[config.mk]
export PLATFORM = sky130hd
export DESIGN_NAME = seq_multiplier
export DESIGN_NICKNAME = d
export VERILOG_FILES = /design/src/rtl/arith_pkg.sv /design/src/rtl/mult_step.sv /design/src/rtl/seq_multiplier.sv
export SDC_FILE = /design/constraint.sdc
export NUM_CORES = 1
export LEC_CHECK = 0
export BUFFER_PORTS_ARGS = -buffer_cell sky130_fd_sc_hd__clkbuf_2
export CAP_MARGIN = 20
export CORE_MARGIN = 2
export CORE_UTILIZATION = 53
export CTS_CLUSTER_DIAMETER = 120
export DETAILED_ROUTE_END_ITERATION = 8
export HOLD_SLACK_MARGIN = 0.15
export PLACE_DENSITY = 0.79
export SLEW_MARGIN = 20
export SYNTH_ARGS = -nofsm -noshare
export SYNTH_HDL_FRONTEND = slang
export SYNTH_SLANG_ARGS = --single-unit
[constraint.sdc]
create_clock -name clk -period 3.7 [get_ports clk]
set_clock_uncertainty 0.05 [all_clocks]
set_input_delay 0.555 -clock clk [delete_from_list [all_inputs] [get_ports clk]]
set_output_delay 0.555 -clock clk [all_outputs]
set_load 0.02 [all_outputs]
[src/rtl/arith_pkg.sv]
// Shared arithmetic-unit definitions: controller states and default operand width.
package arith_pkg;

  localparam int unsigned WIDTH_DEFAULT = 16;

  typedef enum logic [1:0] {
    IDLE = 2'd0,
    CALC = 2'd1,
    DONE = 2'd2
  } state_e;

endpackage

[src/rtl/mult_step.sv]
// One shift-add iteration: conditionally add M into {C,A}, then shift {C,A,Q} right by one.
module mult_step #(
  parameter int unsigned WIDTH = 16
) (
  input  logic [WIDTH-1:0] a_i,
  input  logic             c_i,
  input  logic [WIDTH-1:0] q_i,
  input  logic [WIDTH-1:0] m_i,
  output logic [WIDTH-1:0] a_o,
  output logic [WIDTH-1:0] q_o
);

  logic [WIDTH:0] addend;
  logic [WIDTH:0] sum;

  always_comb begin
    addend = q_i[0] ? {1'b0, m_i} : '0;
    sum    = {c_i, a_i} + addend;
    // Carry lands in A's MSB; A's LSB moves into Q's MSB.
    a_o    = sum[WIDTH:1];
    q_o    = {sum[0], q_i[WIDTH-1:1]};
  end

endmodule

[src/rtl/seq_multiplier.sv]
// Sequential unsigned shift-add multiplier, one partial product per clock, valid/ready handshakes.
module seq_multiplier
  import arith_pkg::*;
#(
  parameter int unsigned WIDTH = WIDTH_DEFAULT
) (
  input  logic               clk,
  input  logic               rst,
  input  logic [WIDTH-1:0]   multiplicand,
  input  logic [WIDTH-1:0]   multiplier,
  input  logic               src_valid,
  output logic               src_ready,
  output logic [2*WIDTH-1:0] product,
  output logic               dest_valid,
  input  logic               dest_ready
);

  localparam int unsigned CNT_W = $clog2(WIDTH + 1);

  state_e             state_q, state_d;
  logic [WIDTH-1:0]   m_q, m_d;
  logic [WIDTH-1:0]   a_q, a_d;
  logic [WIDTH-1:0]   q_q, q_d;
  logic               c_q, c_d;
  logic [CNT_W-1:0]   count_q, count_d;
  logic [WIDTH-1:0]   a_step;
  logic [WIDTH-1:0]   q_step;

  mult_step #(.WIDTH(WIDTH)) u_step (
    .a_i (a_q),
    .c_i (c_q),
    .q_i (q_q),
    .m_i (m_q),
    .a_o (a_step),
    .q_o (q_step)
  );

  always_comb begin
    state_d = state_q;
    m_d     = m_q;
    a_d     = a_q;
    q_d     = q_q;
    c_d     = c_q;
    count_d = count_q;
    case (state_q)
      IDLE: begin
        if (src_valid) begin
          m_d     = multiplicand;
          q_d     = multiplier;
          a_d     = '0;
          c_d     = 1'b0;
          count_d = CNT_W'(WIDTH);
          state_d = CALC;
        end
      end
      CALC: begin
        // Always runs the full WIDTH iterations, even for zero operands.
        a_d     = a_step;
        q_d     = q_step;
        c_d     = 1'b0;
        count_d = count_q - CNT_W'(1);
        if (count_q == CNT_W'(1)) begin
          state_d = DONE;
        end
      end
      DONE: begin
        if (dest_ready) begin
          state_d = IDLE;
        end
      end
      default: state_d = IDLE;
    endcase
  end

  always_ff @(posedge clk) begin
    if (rst) begin
      state_q <= IDLE;
      m_q     <= '0;
      a_q     <= '0;
      q_q     <= '0;
      c_q     <= 1'b0;
      count_q <= '0;
    end else begin
      state_q <= state_d;
      m_q     <= m_d;
      a_q     <= a_d;
      q_q     <= q_d;
      c_q     <= c_d;
      count_q <= count_d;
    end
  end

  // Outputs decode only registered state, so no input-to-output combinational path.
  assign src_ready  = (state_q == IDLE);
  assign dest_valid = (state_q == DONE);
  assign product    = {a_q, q_q};

endmodule
# --- Yosys cells after proc, flatten, opt, wreduce, memory -nomap -nowiden ---
# Cells that the tools add are included.
totals:
  elab_cells: 32
  latch_bits: 0
  ramBits: 0
  n_memories: 0
  output_inout_bits: 34
  reg_bits: 56
  romBits: 0
classes:
  bitwise: 0
  shift: 0
  n_reduce_logical: 5
  mux: 13
  n_addsub: 2
  order_cmp: 0
  n_div: 0
  n_eq_ne: 6
  mul: 0
ops:
  columns: ["operator", "count"]
  rows:
  - ["$pmux 16 s2", 2]
  - ["$mux 16", 3]
  - ["$add 17x17->17", 1]
  - ["$pmux 5 s2", 1]
  - ["$mux 2", 3]
  - ["$pmux 2 s3", 1]
  - ["$eq 5x1->1 const B", 1]
  - ["$mux 5", 1]
  - ["$sub 5x1->5 const B", 1]
  - ["$ne 2x2->1 const B", 2]
  - ["$reduce_and 2->1", 2]
  - ["$reduce_and 3->1", 1]
  - ["$eq 2x1->1 const B", 1]
  - ["$eq 2x2->1 const B", 1]
  - ["$logic_not 2->1", 1]
  - ["$ne 2x1->1 const B", 1]
  - ["$pmux 1 s2", 1]
  - ["$reduce_bool 2->1", 1]
  - ["$mux 1", 1]

# --- Longest topological paths before layout ---
logic_depth:
  ltp_word: 3
  depth_mapped: 11

# --- Hierarchy ---
# A second synthesis with hierarchy kept.
unflattened:
  hier_cells: 403
  hier_area_um2: 3230.6
by_module_without_submodules:
  columns: ["module", "area_each_um2", "instances", "cells_each", "seq_area_each_um2"]
  rows:
  - ["seq_multiplier", 2265.9, 1, 272, 1101.1]
  - ["mult_step", 964.7, 1, 131, 0.0]

# --- Worst setup path before layout ---
# Ideal clock, no wire load.
synth_path:
  kind: "register -> register"
  from: "register q_q[0]"
  to: "register a_q[15]"
  n_path_buf: 1
  setup_slack_ns: 0.979
  path_stages_with_launch: 12
  t_arrival_ns: 2.591
  required_ns: 3.570
  synth_period_minus_slack_ns: 2.721
  path_cell_list: "dfxtp_1 > clkbuf_1 > and2_1 > ha_1 > inv_1 > fa_1 > nor2b_1 > o2111ai_1 > a21boi_2 > a41oi_1 > o311ai_1 > nor3b_1"
synth_between:
  elab_chain_len: 3
synth_rtl:
  columns: ["element", "line", "text"]
  rows:
  - ["start, declared", "seq_multiplier.sv:23", "logic [WIDTH-1:0] q_q, q_d;"]
  - ["start signal, assigned", "seq_multiplier.sv:87", "q_q <= q_d;"]
  - ["$mux 16", "mult_step.sv:17", "addend = q_i[0] ? {1'b0, m_i} : '0;"]
  - ["$add 17x17->17", "mult_step.sv:18", "sum = {c_i, a_i} + addend;"]
  - ["$pmux 16 s2", "seq_multiplier.sv:45", "case (state_q)"]
  - ["end signal, assigned", "seq_multiplier.sv:79", "a_q <= '0;"]
  - ["end signal, assigned", "seq_multiplier.sv:86", "a_q <= a_d;"]
  - ["end, declared", "seq_multiplier.sv:22", "logic [WIDTH-1:0] a_q, a_d;"]
# Every way passes these cells.
# A chain may end at the register's enable or synchronous reset.

# --- Worst setup path in the final report ---
# Ends and elaborated chain as after synthesis.

==> run_results.csv <==
group,metric,value,unit
outcome,outcome,"complete, no violations",
finish,nNetsFinal,477,
floorplan,fp-row-count,26,
clock_tree,cts-root-buf,"clkbuf_8",
finish,final_cell_mix,"nand2_1, clkbuf_2, dfxtp_1, a21oi_1, nor2_1",
logic_synthesis,synth_area_leaders,"dfxtp_1, nand2_1, a21oi_1, ha_1, a22oi_1",
logic_synthesis,synth_cells,365,
floorplan,ioPinCount,70,
clock_tree,clkSinkCount,55,
worst_setup_path,cp_max_fo,18,
power_and_ir_drop,p_leak,1.43,nW
drt,antenna_left,0,
worst_setup_path,crit_path_end_kind,"flop",
logic_synthesis,async_reset_ff_frac,0,
sta,maxSlewHeadroom,0.385,
finish,synthToLayoutAreaGrowth,15.8,%
worst_setup_path,path_class,"flop to flop",
sta,grt_setup_unrepaired,"no",
logic_synthesis,synth_area,2900,um2
grt,grt_pass1_wl,11300,um
sta,period_share,0.811,
grt,use_met3,0.0483,
floorplan,core_area,5200,um2
finish,drive_gt1_frac,0.206,
logic_synthesis,synth_warnings,0,
clock_tree,cts_hold_buf,0,
logic_synthesis,synth_seq_cells,55,
drt,drt_iter0_markers,193,
run,cap_violations,0,
clock_tree,clock_latency,0.31,ns
sta,slew_viol_final,0,
grt,antenna_found_initial,0,
grt,grt-busiest-layer,"met2",
sta,finalSetupViolations,0,
clock_tree,htree_levels,2,
drt,drc_errors,0,
power_and_ir_drop,ir_drop,0.276,mV
worst_setup_path,startpoint_type,"flop",
floorplan,die_w,78.0,um
power_and_ir_drop,power.density,352,nW/um2
grt,grt_util_met2,0.385,
finish,final_area,3360,um2
logic_synthesis,yosysUniqueCellTypes,48,
floorplan,initial_core_util,0.558,
sta,fin_tns_setup,0,ns
sta,finalHoldViolCount,0,
worst_setup_path,arrival,3.20,ns
clock_tree,numCtsBuffers,5,
logic_synthesis,synthFlopType,"dfxtp_1",
clock_tree,clk_pin_slew,0.10,ns
worst_hold_path,hold_path_class,"flop to flop",
placed_design,portBuffers,69,
drt,wl_per_cell,13.6,um
placed_design,dpl-instance-area,3270,um2
drt,first_pass_iters,5,
drt,via_count,2755,
logic_synthesis,synth_top_area_frac,0.379,
grt,grt_usage,0.227,
drt,wl,6680,um
logic_synthesis,synth_fp_nets,420,
logic_synthesis,synth_edf_count,0,
clock_tree,cts_setup_buffers,0,
clock_tree,cts_tree,"yes",
clock_tree,cts_resized,0,
grt,grt_pass1_vias,2538,
floorplan,fp.dieH,78.0,um
logic_synthesis,synth_top_cell_by_area,"dfxtp_1",
grt,overflow,0,
finish,antennaDiodeCount,0,
clock_tree,clockBufferDepth,2,
logic_synthesis,yosysSeqAreaShare,0.379,
grt,grtUsageMet1,0.295,
sta,worstMarginPinSlew,0.923,ns
floorplan,die_area,6090,um2
grt,grt_max_degree,46,
logic_synthesis,syn_avg_cell_area,7.96,um2
sta,period_minus_slack,3.00,ns
worst_setup_path,worstPathRequired,3.90,ns
drt,via_per_inst,5.59,
placed_design,gp_congestion,0.869,
sta,max_freq,0.333,GHz
finish,fin_util,0.646,
placed_design,dp.final_hpwl,4700,um
sequential cells by signal (all words and copies together) (netlist names):
signal and count:
a_q 16, m_q 16, q_q 16, count_q 5, state_q 2
critical path: stages, from the launching register on:
cell and delay [ns]:
dfxtp_1 0.66, and2_1 0.21, ha_1 0.17, inv_1 0.06, fa_1 0.38, nor2b_1 0.21, o2111ai_1 0.18, a21boi_2 0.31
a41oi_1 0.20, o311ai_1 0.31, nor3b_1 0.19
path summary, 6_finish.rpt:
kind,to,cells after the start,slack [ns],start
max,a_q[15],10,0.70,q_q[0]
min,m_q[14],2,0.40,m_q[14]
max reg2reg,a_q[15],10,0.70,q_q[0]
min reg2reg,m_q[14],2,0.40,m_q[14]
where the power goes:
part	total [mW]	internal, mW	leakage, nW	switching [mW]
combinational	0.201	0.0729	0.944	0.128
sequential	0.657	0.627	0.450	0.0295
clock	0.326	0.133	0.0412	0.193
kinds of logic (layout without fill, tap and decap cells):
family	after synthesis	after routing	synth area share
and+or+nand+nor	144	144	0.229
AOI/OAI and AO/OA	108	108	0.236
DFF	55	55	0.379
buffers and inverters	28	86	0.0379
adders and majority gates	19	19	0.0844
xor gates and xnor gates	9	9	0.0271
muxes	2	2	0.00689
cells in the mapped netlist (2+ instances only):
| library cell | n |
|---|---|
| o21ai_1 | 7 |
| mux2i_1 | 2 |
| nor4_1 | 2 |
| inv_1 | 6 |
| nand2_1 | 69 |
| nand2b_1 | 5 |
| xnor2_1 | 4 |
| nor2b_1 | 6 |
| o211ai_1 | 2 |
| clkbuf_1 | 19 |
| a31oi_1 | 3 |
| nor2_1 | 21 |
| a22o_1 | 2 |
| o2111ai_1 | 2 |
| xor2_1 | 5 |
| a21oi_1 | 51 |
| nand4_1 | 2 |
| nand3_1 | 10 |
| o21ai_0 | 10 |
| o21a_1 | 3 |
| and2_1 | 16 |
| a22oi_1 | 15 |
| a21boi_2 | 2 |
| dfxtp_1 | 55 |
| nor3_1 | 5 |
| ha_1 | 18 |
| or3_1 | 2 |
area by class of cell:
type	instances	area [um2]
well taps	70	87.6
clock inverters	2	12.5
multi-input cells	282	1700
repair buffers	72	368
flip-flops and latches	55	1100
clock buffers	6	72.6
fillers	485	1840
inverters	6	22.5
routing by layer:
metal  routed length, um  vias to the layer above
met5                   0                        -
met4                  43                        0
met3                 508                        6
met2                3130                       93
met1                3000                     1270
li1                    -                     1386
per-stage QoR:
step / hold slack [ns] / std cells / setup WS [ns] / power (mW)
floorplan: 0.382 / 365 / 0.979 / 0.801
global placement: 0.389 / 485 / 0.867 / 0.866
detailed placement: 0.392 / 485 / 0.795 / 0.871
CTS: 0.394 / 493 / 0.741 / 1.19
global route: 0.404 / 493 / 0.486 / 1.25
finish: 0.401 / 493 / 0.700 / 1.18
(Power assumes the default switching activity.)
